--- src/rtl/apb_req_pkg.sv ---
// Shared definitions for the APB command requester.
//   - default address/data widths and access timeout
//   - FSM state encoding
package apb_req_pkg;

    localparam int unsigned DEF_ADDR_W         = 11;
    localparam int unsigned DEF_DATA_W         = 32;
    localparam int unsigned DEF_TIMEOUT_CYCLES = 16;

    typedef enum logic [1:0] {
        ST_IDLE   = 2'd0,
        ST_SETUP  = 2'd1,
        ST_ACCESS = 2'd2,
        ST_RESP   = 2'd3
    } state_t;

endpackage

--- src/rtl/apb_cmd_requester.sv ---
// APB requester: turns one valid/ready command into an APB SETUP/ACCESS
// transfer and returns the result on a valid/ready response channel.
// Ports:
//   clk, rst_n                         clock, async active-low reset
//   cmd_valid/cmd_ready                command handshake (ready only in IDLE)
//   cmd_write/addr/wdata/strb          command payload
//   rsp_valid/rsp_ready                response handshake
//   rsp_rdata, rsp_err                 read data (0 on write/error), error flag
//   paddr/pwrite/psel/penable/pstrb/pwdata   APB requester outputs
//   prdata/pready/pslverr              APB completer inputs
module apb_cmd_requester
    import apb_req_pkg::*;
#(
    parameter int unsigned ADDR_W         = DEF_ADDR_W,
    parameter int unsigned DATA_W         = DEF_DATA_W,
    parameter int unsigned TIMEOUT_CYCLES = DEF_TIMEOUT_CYCLES
) (
    input  logic                  clk,
    input  logic                  rst_n,
    input  logic                  cmd_valid,
    output logic                  cmd_ready,
    input  logic                  cmd_write,
    input  logic [ADDR_W-1:0]     cmd_addr,
    input  logic [DATA_W-1:0]     cmd_wdata,
    input  logic [DATA_W/8-1:0]   cmd_strb,
    output logic                  rsp_valid,
    input  logic                  rsp_ready,
    output logic [DATA_W-1:0]     rsp_rdata,
    output logic                  rsp_err,
    output logic [ADDR_W-1:0]     paddr,
    output logic                  pwrite,
    output logic                  psel,
    output logic                  penable,
    output logic [DATA_W/8-1:0]   pstrb,
    output logic [DATA_W-1:0]     pwdata,
    input  logic [DATA_W-1:0]     prdata,
    input  logic                  pready,
    input  logic                  pslverr
);

    localparam int unsigned STRB_W = DATA_W / 8;
    localparam int unsigned CNT_W  = (TIMEOUT_CYCLES > 1) ? $clog2(TIMEOUT_CYCLES + 1) : 1;
    localparam logic [CNT_W-1:0] CNT_MAX  = {CNT_W{1'b1}};
    // Counter value seen during the final permitted ACCESS cycle
    localparam logic [CNT_W-1:0] CNT_LAST = (TIMEOUT_CYCLES == 0) ? '0 : CNT_W'(TIMEOUT_CYCLES - 1);

    state_t             state_q;
    state_t             state_d;
    logic [CNT_W-1:0]   tcnt_q;
    logic               timeout_hit;
    logic               load_cmd;
    logic               psel_d;
    logic               penable_d;
    logic               rsp_valid_d;
    logic               rsp_err_d;
    logic [DATA_W-1:0]  rsp_rdata_d;

    assign cmd_ready   = (state_q == ST_IDLE);
    assign timeout_hit = (TIMEOUT_CYCLES != 0) && (tcnt_q == CNT_LAST);

    // State register
    always_ff @(posedge clk or negedge rst_n) begin
        if (!rst_n) begin
            state_q <= ST_IDLE;
        end else begin
            state_q <= state_d;
        end
    end

    // Next-state logic; pready wins over a simultaneous timeout
    always_comb begin
        state_d = state_q;
        case (state_q)
            ST_IDLE:   if (cmd_valid)             state_d = ST_SETUP;
            ST_SETUP:                             state_d = ST_ACCESS;
            ST_ACCESS: if (pready || timeout_hit) state_d = ST_RESP;
            ST_RESP:   if (rsp_ready)             state_d = ST_IDLE;
            default:                              state_d = ST_IDLE;
        endcase
    end

    // Output decode: next values for the registered outputs
    always_comb begin
        psel_d      = 1'b0;
        penable_d   = 1'b0;
        rsp_valid_d = 1'b0;
        load_cmd    = 1'b0;
        rsp_err_d   = rsp_err;
        rsp_rdata_d = rsp_rdata;

        case (state_d)
            ST_SETUP:  psel_d = 1'b1;
            ST_ACCESS: begin
                psel_d    = 1'b1;
                penable_d = 1'b1;
            end
            ST_RESP:   rsp_valid_d = 1'b1;
            default:   ;
        endcase

        if ((state_q == ST_IDLE) && cmd_valid) begin
            load_cmd = 1'b1;
        end

        if (state_q == ST_ACCESS) begin
            if (pready) begin
                rsp_err_d   = pslverr;
                rsp_rdata_d = (!pwrite && !pslverr) ? prdata : '0;
            end else if (timeout_hit) begin
                rsp_err_d   = 1'b1;
                rsp_rdata_d = '0;
            end
        end
    end

    // Output registers; APB payload only changes on command acceptance
    always_ff @(posedge clk or negedge rst_n) begin
        if (!rst_n) begin
            psel      <= 1'b0;
            penable   <= 1'b0;
            rsp_valid <= 1'b0;
            rsp_err   <= 1'b0;
            rsp_rdata <= '0;
            paddr     <= '0;
            pwrite    <= 1'b0;
            pwdata    <= '0;
            pstrb     <= '0;
        end else begin
            psel      <= psel_d;
            penable   <= penable_d;
            rsp_valid <= rsp_valid_d;
            rsp_err   <= rsp_err_d;
            rsp_rdata <= rsp_rdata_d;
            if (load_cmd) begin
                paddr  <= cmd_addr;
                pwrite <= cmd_write;
                pwdata <= cmd_wdata;
                pstrb  <= cmd_write ? cmd_strb : STRB_W'(0);
            end
        end
    end

    // ACCESS cycle counter: cleared on SETUP entry, saturating
    always_ff @(posedge clk or negedge rst_n) begin
        if (!rst_n) begin
            tcnt_q <= '0;
        end else if (load_cmd) begin
            tcnt_q <= '0;
        end else if ((state_q == ST_ACCESS) && (tcnt_q != CNT_MAX)) begin
            tcnt_q <= tcnt_q + CNT_W'(1);
        end
    end

endmodule

--- config.mk ---
export PLATFORM = sky130hd
export DESIGN_NAME = apb_cmd_requester
export DESIGN_NICKNAME = d
export VERILOG_FILES = /design/src/rtl/apb_req_pkg.sv /design/src/rtl/apb_cmd_requester.sv
export SDC_FILE = /design/constraint.sdc
export NUM_CORES = 1
export LEC_CHECK = 0
export ABC_AREA = 1
export BUFFER_PORTS_ARGS = -buffer_cell sky130_fd_sc_hd__buf_2
export CELL_PAD_IN_SITES_DETAIL_PLACEMENT = 1
export CELL_PAD_IN_SITES_GLOBAL_PLACEMENT = 1
export CORE_MARGIN = 3
export CORE_UTILIZATION = 33
export CTS_CLUSTER_DIAMETER = 50
export CTS_CLUSTER_SIZE = 10
export DETAILED_ROUTE_END_ITERATION = 6
export PLACE_DENSITY = 0.76
export SYNTH_ARGS = -nofsm -noshare
export SYNTH_HDL_FRONTEND = slang
export SYNTH_SLANG_ARGS = --single-unit
--- constraint.sdc ---
create_clock -name clk -period 2.1 [get_ports clk]
set_clock_uncertainty 0.2 [all_clocks]
set_input_delay 0.42 -clock clk [delete_from_list [all_inputs] [get_ports clk]]
set_output_delay 0.42 -clock clk [all_outputs]
set_load 0.05 [all_outputs]
==> impl_metrics.csv, run 1 <==
group,metric,value,unit
status,outcome,"finished clean",
pwr,power.density,1930,nW/µm²
global_route,grt_pass1_wl,16.7,mm
layout,final_common_cell,"nand2_1",
clocking,cts_buffers,9,
clocking,clockBufferDepth,2,
timing,setup_viol,0,
floorplanning,die_h,111,µm
min_path,hold_path_class,"in -> reg",
yosys,synth.cell_area,3650,µm²
timing,worst_slew_pin_slew,0.452,ns
clocking,cts_tree,"yes",
timing,fin_crit_sh,94.3,%
flow_run,maxCapViolCount,0,
yosys,ys_seq_area_share,62.4,%
yosys,yosys_warnings,0,
clocking,postCtsSetupRepairBufs,0,
yosys,yosysUniqueCellTypes,20,
placed_design,place_area,4620,µm²
layout,fin_nets,659,
layout,fillers,1308,
floorplanning,rows,37,
yosys,syn_area_per_cell,9.19,µm²
placed_design,dp.cells,692,
yosys,synth_seq_cells,91,
routing,wl_per_cell,14.0,µm
yosys,syn_inst,397,
timing,tns,0,ns
layout,drive_gt1_share,35.3,%
timing,max_slew_margin,69.9,%
routing,ant_nets,0,
clocking,clk_latency,0.34,ns
routing,drt_iter0_markers,157,
timing,whs,0.0640,ns
layout,num_antenna_cells,0,
layout,fin_cells,709,
floorplanning,core-area,10600,µm²
timing,slew_viol_final,0,
setup_path,cp.arrival,2.07,ns
clocking,path_clk_slew,0.09,ns
routing,drtPass1Iterations,4,
layout,area_growth,32.3,%
routing,routed_wl,9.94,mm
floorplanning,die_w,111,µm
placed_design,io_buffers,170,
global_route,grt_start_max_net_pins,34,
routing,drc,0,
setup_path,startpoint_type,"register",
routing,via_per_inst,4.57,
yosys,synth_nets,488,
pwr,power.total,9.32,mW
pwr,power_leakage,2.89,nW
clocking,ctsResizeCount,0,
layout,layout_common_cells,"nand2_1 (212), buf_2 (169), dfrtp_1 (91)",
clocking,h-tree-depth,3,
setup_path,worstSetupEndpointType,"register",
global_route,grt_overflow,0,
timing,rsz0062_at_grt,"no",
global_route,grt_antenna_before_repair,0,
setup_path,required,2.19,ns
layout,final_area,4830,µm²
floorplanning,io_pins,171,
global_route,first_global_vias,3495,
routing,vias,3237,
floorplanning,initial_core_util,34.6,%
timing,fin_crit,1.98,ns
setup_path,crit_fanout,3,
setup_path,critical_path_class,"reg -> reg",
global_route,grtUsageTotal,16.2,%
timing,finalHoldViolations,0,
clocking,cts_sinks,91,
pwr,peakVddDrop,0.906,mV
placed_design,place.gp.congestion,0.796,
placed_design,hpwl,7.50,mm
clocking,cts-root-buf,"clkbuf_8",
floorplanning,dieArea,12300,µm²
timing,fmax,505,MHz
synth_stat cells, drive strengths merged:
cell type,count,share of area [%]
a21oi,3,0.41
and3,1,0.17
buf,19,4.1
dfrtp,91,62
ha,5,1.7
inv,10,1.0
nand2,214,22
nand3,38,5.2
nor2,8,1.5
o21ai,7,1.1
o22ai,1,0.17
path summary, 6_finish.rpt:
kind | from | to | slack [ns] | depth (start not counted)
setup / recovery | tcnt_q[0] | psel | 0.12 | 8
hold / removal | cmd_wdata[7] | pwdata[7] | 0.06 | 3
setup reg to reg | tcnt_q[0] | psel | 0.12 | 8
hold reg to reg | rsp_rdata[5] | rsp_rdata[5] | 0.28 | 2
max in group asynchronous | rst_n | rsp_rdata[12] | 0.72 | 3
min in group asynchronous | rst_n | rsp_rdata[27] | 0.36 | 2
layout make-up:
cell class	instances	area [µm²]	share of cell area [%]
Clock buffer	12	165	3.42
Clock inverter	4	32.5	0.674
Inverter	10	37.5	0.778
Multi-Input combinational cell	277	1180	24.5
Sequential cell	91	2280	47.2
Tap cell	136	170	3.53
Timing Repair Buffer	179	961	19.9
flip-flops by register name, summed over array words and instances (netlist names):
name       cells
paddr         11
penable        1
psel           1
pstrb          4
pwdata        32
pwrite         1
rsp_err        1
rsp_rdata     32
rsp_valid      1
state_q        2
tcnt_q         5
per-stage QoR:
stage / setup slack (ns) / utilization (%)
after floorplan: 0.118 / -
after global placement: 0.166 / 43.8
after detailed placement: 0.0967 / 43.8
after CTS: 0.101 / 45.7
after global routing: 0.00865 / 45.7
final: 0.121 / 45.7
logic make-up (layout without fill, tap and decap cells):
logic type | after synthesis | in the layout | synth area share, %
buf+inv | 29 | 205 | 5.11
fa+ha+maj | 5 | 5 | 1.72
compound gates | 11 | 11 | 1.65
simple gates | 261 | 261 | 29.1
flops | 91 | 91 | 62.4
layer usage:
metal / wire length, µm / vias to the layer above / GRT usage, %
li1: - / 1572 / -
met1: 4260 / 1544 / 20.4
met2: 4760 / 119 / 27.3
met3: 903 / 2 / 6.22
met4: 20 / 0 / 2.19
met5: 0 / - / 0
timing repair:
item,CTS,global route
hold endpoints to repair,29,0
hold buffers,1,0
endpoints found under the setup margin,0,0
power by group:
part | total (mW) | switching [mW] | internal (mW)
clock | 1.14 | 0.610 | 0.535
sequential | 3.00 | 0.447 | 2.56
combinational | 5.17 | 4.07 | 1.11
total | 9.32 | 5.13 | 4.20
worst max-delay path: stages (launching register included):
cell and delay, ns:
dfrtp_1 0.39, ha_1 0.23, and3_1 0.21, ha_1 0.19
o21ai_2 0.20, nand3_1 0.15, inv_1 0.09, ha_1 0.22
inv_1 0.05
No activity file was read; power rests on OpenSTA's default activity.
==> run 2, diff against run 1 <==
--- a/config.mk
+++ b/config.mk
@@ -10,11 +10,11 @@
 export CELL_PAD_IN_SITES_DETAIL_PLACEMENT = 1
 export CELL_PAD_IN_SITES_GLOBAL_PLACEMENT = 1
 export CORE_MARGIN = 3
-export CORE_UTILIZATION = 33
+export CORE_UTILIZATION = 30
 export CTS_CLUSTER_DIAMETER = 50
 export CTS_CLUSTER_SIZE = 10
 export DETAILED_ROUTE_END_ITERATION = 6
-export PLACE_DENSITY = 0.76
+export PLACE_DENSITY = 0.73
 export SYNTH_ARGS = -nofsm -noshare
 export SYNTH_HDL_FRONTEND = slang
 export SYNTH_SLANG_ARGS = --single-unit
==> constraint.sdc (replaced) <==
create_clock -name clk -period 1.7 [get_ports clk]
set_clock_uncertainty 0.2 [all_clocks]
set_input_delay 0.34 -clock clk [delete_from_list [all_inputs] [get_ports clk]]
set_output_delay 0.34 -clock clk [all_outputs]
set_load 0.05 [all_outputs]
==> impl_metrics.csv, run 2 (synthesis gave the netlist of run 1 again) <==
group,metric,value,unit
status,outcome,"finished with violations",
status,failed_checks,"setup timing",
routing,drc,0,
placed_design,place.gp.congestion,0.755,
global_route,grt_start_max_net_pins,91,
routing,drt_iter0_markers,186,
min_path,hold_path_class,"in -> reg",
pwr,seq_power_share,28.6,%
pwr,p_sw,6.70,mW
layout,multiInputGateArea,1300,µm²
global_route,first_global_vias,3841,
floorplanning,initial_core_util,31.3,%
setup_path,critPathTopFamily,"flip-flops",
setup_path,cp_slowest_cell,"dfrtp_1",
global_route,grtUsageTotal,17.6,%
placed_design,io_buffers,170,
placed_design,dp.cells,706,
floorplanning,dieArea,13500,µm²
floorplanning,core-area,11700,µm²
min_path,worstHoldPathCells,3,
setup_path,regToRegStartpoint,"tcnt_q[0]",
setup_path,startpoint_type,"register",
layout,drive_gt1_share,38.8,%
setup_path,crit_start,"tcnt_q[0]",
routing,routed_wl,11.8,mm
layout,area_growth,54.9,%
setup_path,worst_path_most_repeated_cell,"nand2_1",
timing,fin_crit,1.81,ns
pwr,peakVddDrop,1.01,mV
global_route,grt_antenna_before_repair,0,
setup_path,worstSetupEndpointType,"register",
routing,via_per_inst,4.66,
timing,fin_crit_sh,106,%
timing,finalHoldViolations,0,
layout,fin_cells,765,
setup_path,cp_cell_sequence,"ha_2, and3_4, ha_4, o21ai_4, buf_6, clkbuf_16, nand2_1, nand2_1",
setup_path,crit_cells,8,
setup_path,worstRegToRegCells,8,
setup_path,critical_path_class,"reg -> reg",
routing,ant_nets,0,
clocking,clockBufferDepth,2,
timing,setup_viol,32,
clocking,cts_sinks,91,
floorplanning,die_h,116,µm
setup_path,required,1.77,ns
routing,vias,3565,
floorplanning,rows,39,
clocking,cts_buffers,9,
layout,largest_registers,"pwdata (32), rsp_rdata (32), paddr (11)",
timing,max_slew_margin,65.3,%
clocking,cts-root-buf,"clkbuf_16",
pwr,power.total,13.2,mW
pwr,p_clk_share,18.0,%
setup_path,r2r-end,"rsp_rdata[21]",
placed_design,pre_cts_ws,-0.0685,ns
routing,wl_per_cell,15.5,µm
setup_path,cp.arrival,1.88,ns
global_route,grt_overflow,0,
timing,setup_slack,-0.105,ns
setup_path,ff2ff_setup_slack,-0.11,ns
setup_path,worst-path-buf-inv,2,
pwr,switching_share,50.7,%
timing,worst_slew_pin_slew,0.521,ns
layout,seqCellArea,2280,µm²
layout,final_common_cell,"nand2_1",
flow_run,maxCapViolCount,0,
timing,rsz0062_at_grt,"yes",
clocking,cts_tree,"yes",
setup_path,max_stage_delay,0.39,ns
setup_path,crit_fanout,6,
pwr,power_leakage,3.22,nW
clocking,clk_latency,0.33,ns
pwr,pwr-share-comb,53.4,%
clocking,h-tree-depth,3,
pwr,power.density,2340,nW/µm²
layout,fillers,1365,
clocking,path_clk_slew,0.06,ns
placed_design,hpwl,7.65,mm
pwr,internal_power,6.51,mW
layout,final_util,48.4,%
setup_path,endpoint,"rsp_rdata[21]",
layout,fin_nets,707,
layout,layout_common_cells,"nand2_1 (195), buf_2 (168), dfrtp_1 (90)",
routing,drtPass1Iterations,4,
global_route,grt_pass1_wl,18.7,mm
timing,fmax,554,MHz
floorplanning,io_pins,171,
timing,slew_viol_final,0,
floorplanning,die_w,116,µm
==> run 2: layout make-up <==
class | count | share of cell area (%)
diodes | 1 | 0.0443
clock buffers | 12 | 4.72
clock inverters | 4 | 1.68
inverters | 10 | 0.664
multi-input cells | 277 | 23.0
flip-flops and latches | 91 | 40.3
well taps | 143 | 3.17
repair buffers | 227 | 26.4
==> run 2: worst min path at each step <==
stage                       start            end
floorplan                   rst_n       paddr[0]
global placement            rst_n  rsp_rdata[27]
detailed placement          rst_n  rsp_rdata[27]
CTS                  cmd_wdata[9]      pwdata[9]
global route        cmd_wdata[24]     pwdata[24]
finish               cmd_wdata[9]      pwdata[9]
==> run 2: metrics by stage <==
stage / instance area, µm² / setup TNS, ns / hold slack [ns]
after floorplan: 3690 / -0.0405 / -0.156
after global routing: 5650 / -4.14 / 0.00330
final: 5650 / -1.96 / 0.0136
after CTS: 5530 / -2.10 / 0.000185
after detailed placement: 4740 / -1.47 / -0.0678
after global placement: 4740 / -0.00245 / -0.0678
==> run 2: worst reg2reg max path, cell delays in order (launching register included) <==
cell and delay [ns]:
dfrtp_1 0.39, ha_2 0.20, and3_4 0.16, ha_4 0.16
o21ai_4 0.16, buf_6 0.18, clkbuf_16 0.16, nand2_1 0.06
nand2_1 0.08
==> run 2: metal layers <==
metal	wire length, µm	share of wire [%]	track usage, %	up-vias
met2	5820	49	30.1	144
met5	0	0	0	-
met3	936	7.9	5.08	13
met4	182	1.5	6.88	0
met1	4890	41	20.9	1734
li1	-	-	-	1674
==> run 2: power groups by stage <==
stage,Combinational [mW],Clock (mW),Sequential (mW)
after floorplan,1.63,0,6.97
after global placement,6.52,0,3.72
after detailed placement,6.68,0,3.75
after CTS,6.86,2.46,3.74
after global routing,7.55,2.54,3.89
final,7.06,2.37,3.77
==> run 2: what timing repair did <==
action | CTS | global route
endpoints found under the setup margin | 32 | 38
pin swaps | 2 | 16
gates resized for setup | 5 | 26
setup buffers | 1 | 2
gates cloned | 1 | 1
hold buffers | 37 | 0
hold endpoints to repair | 127 | 0
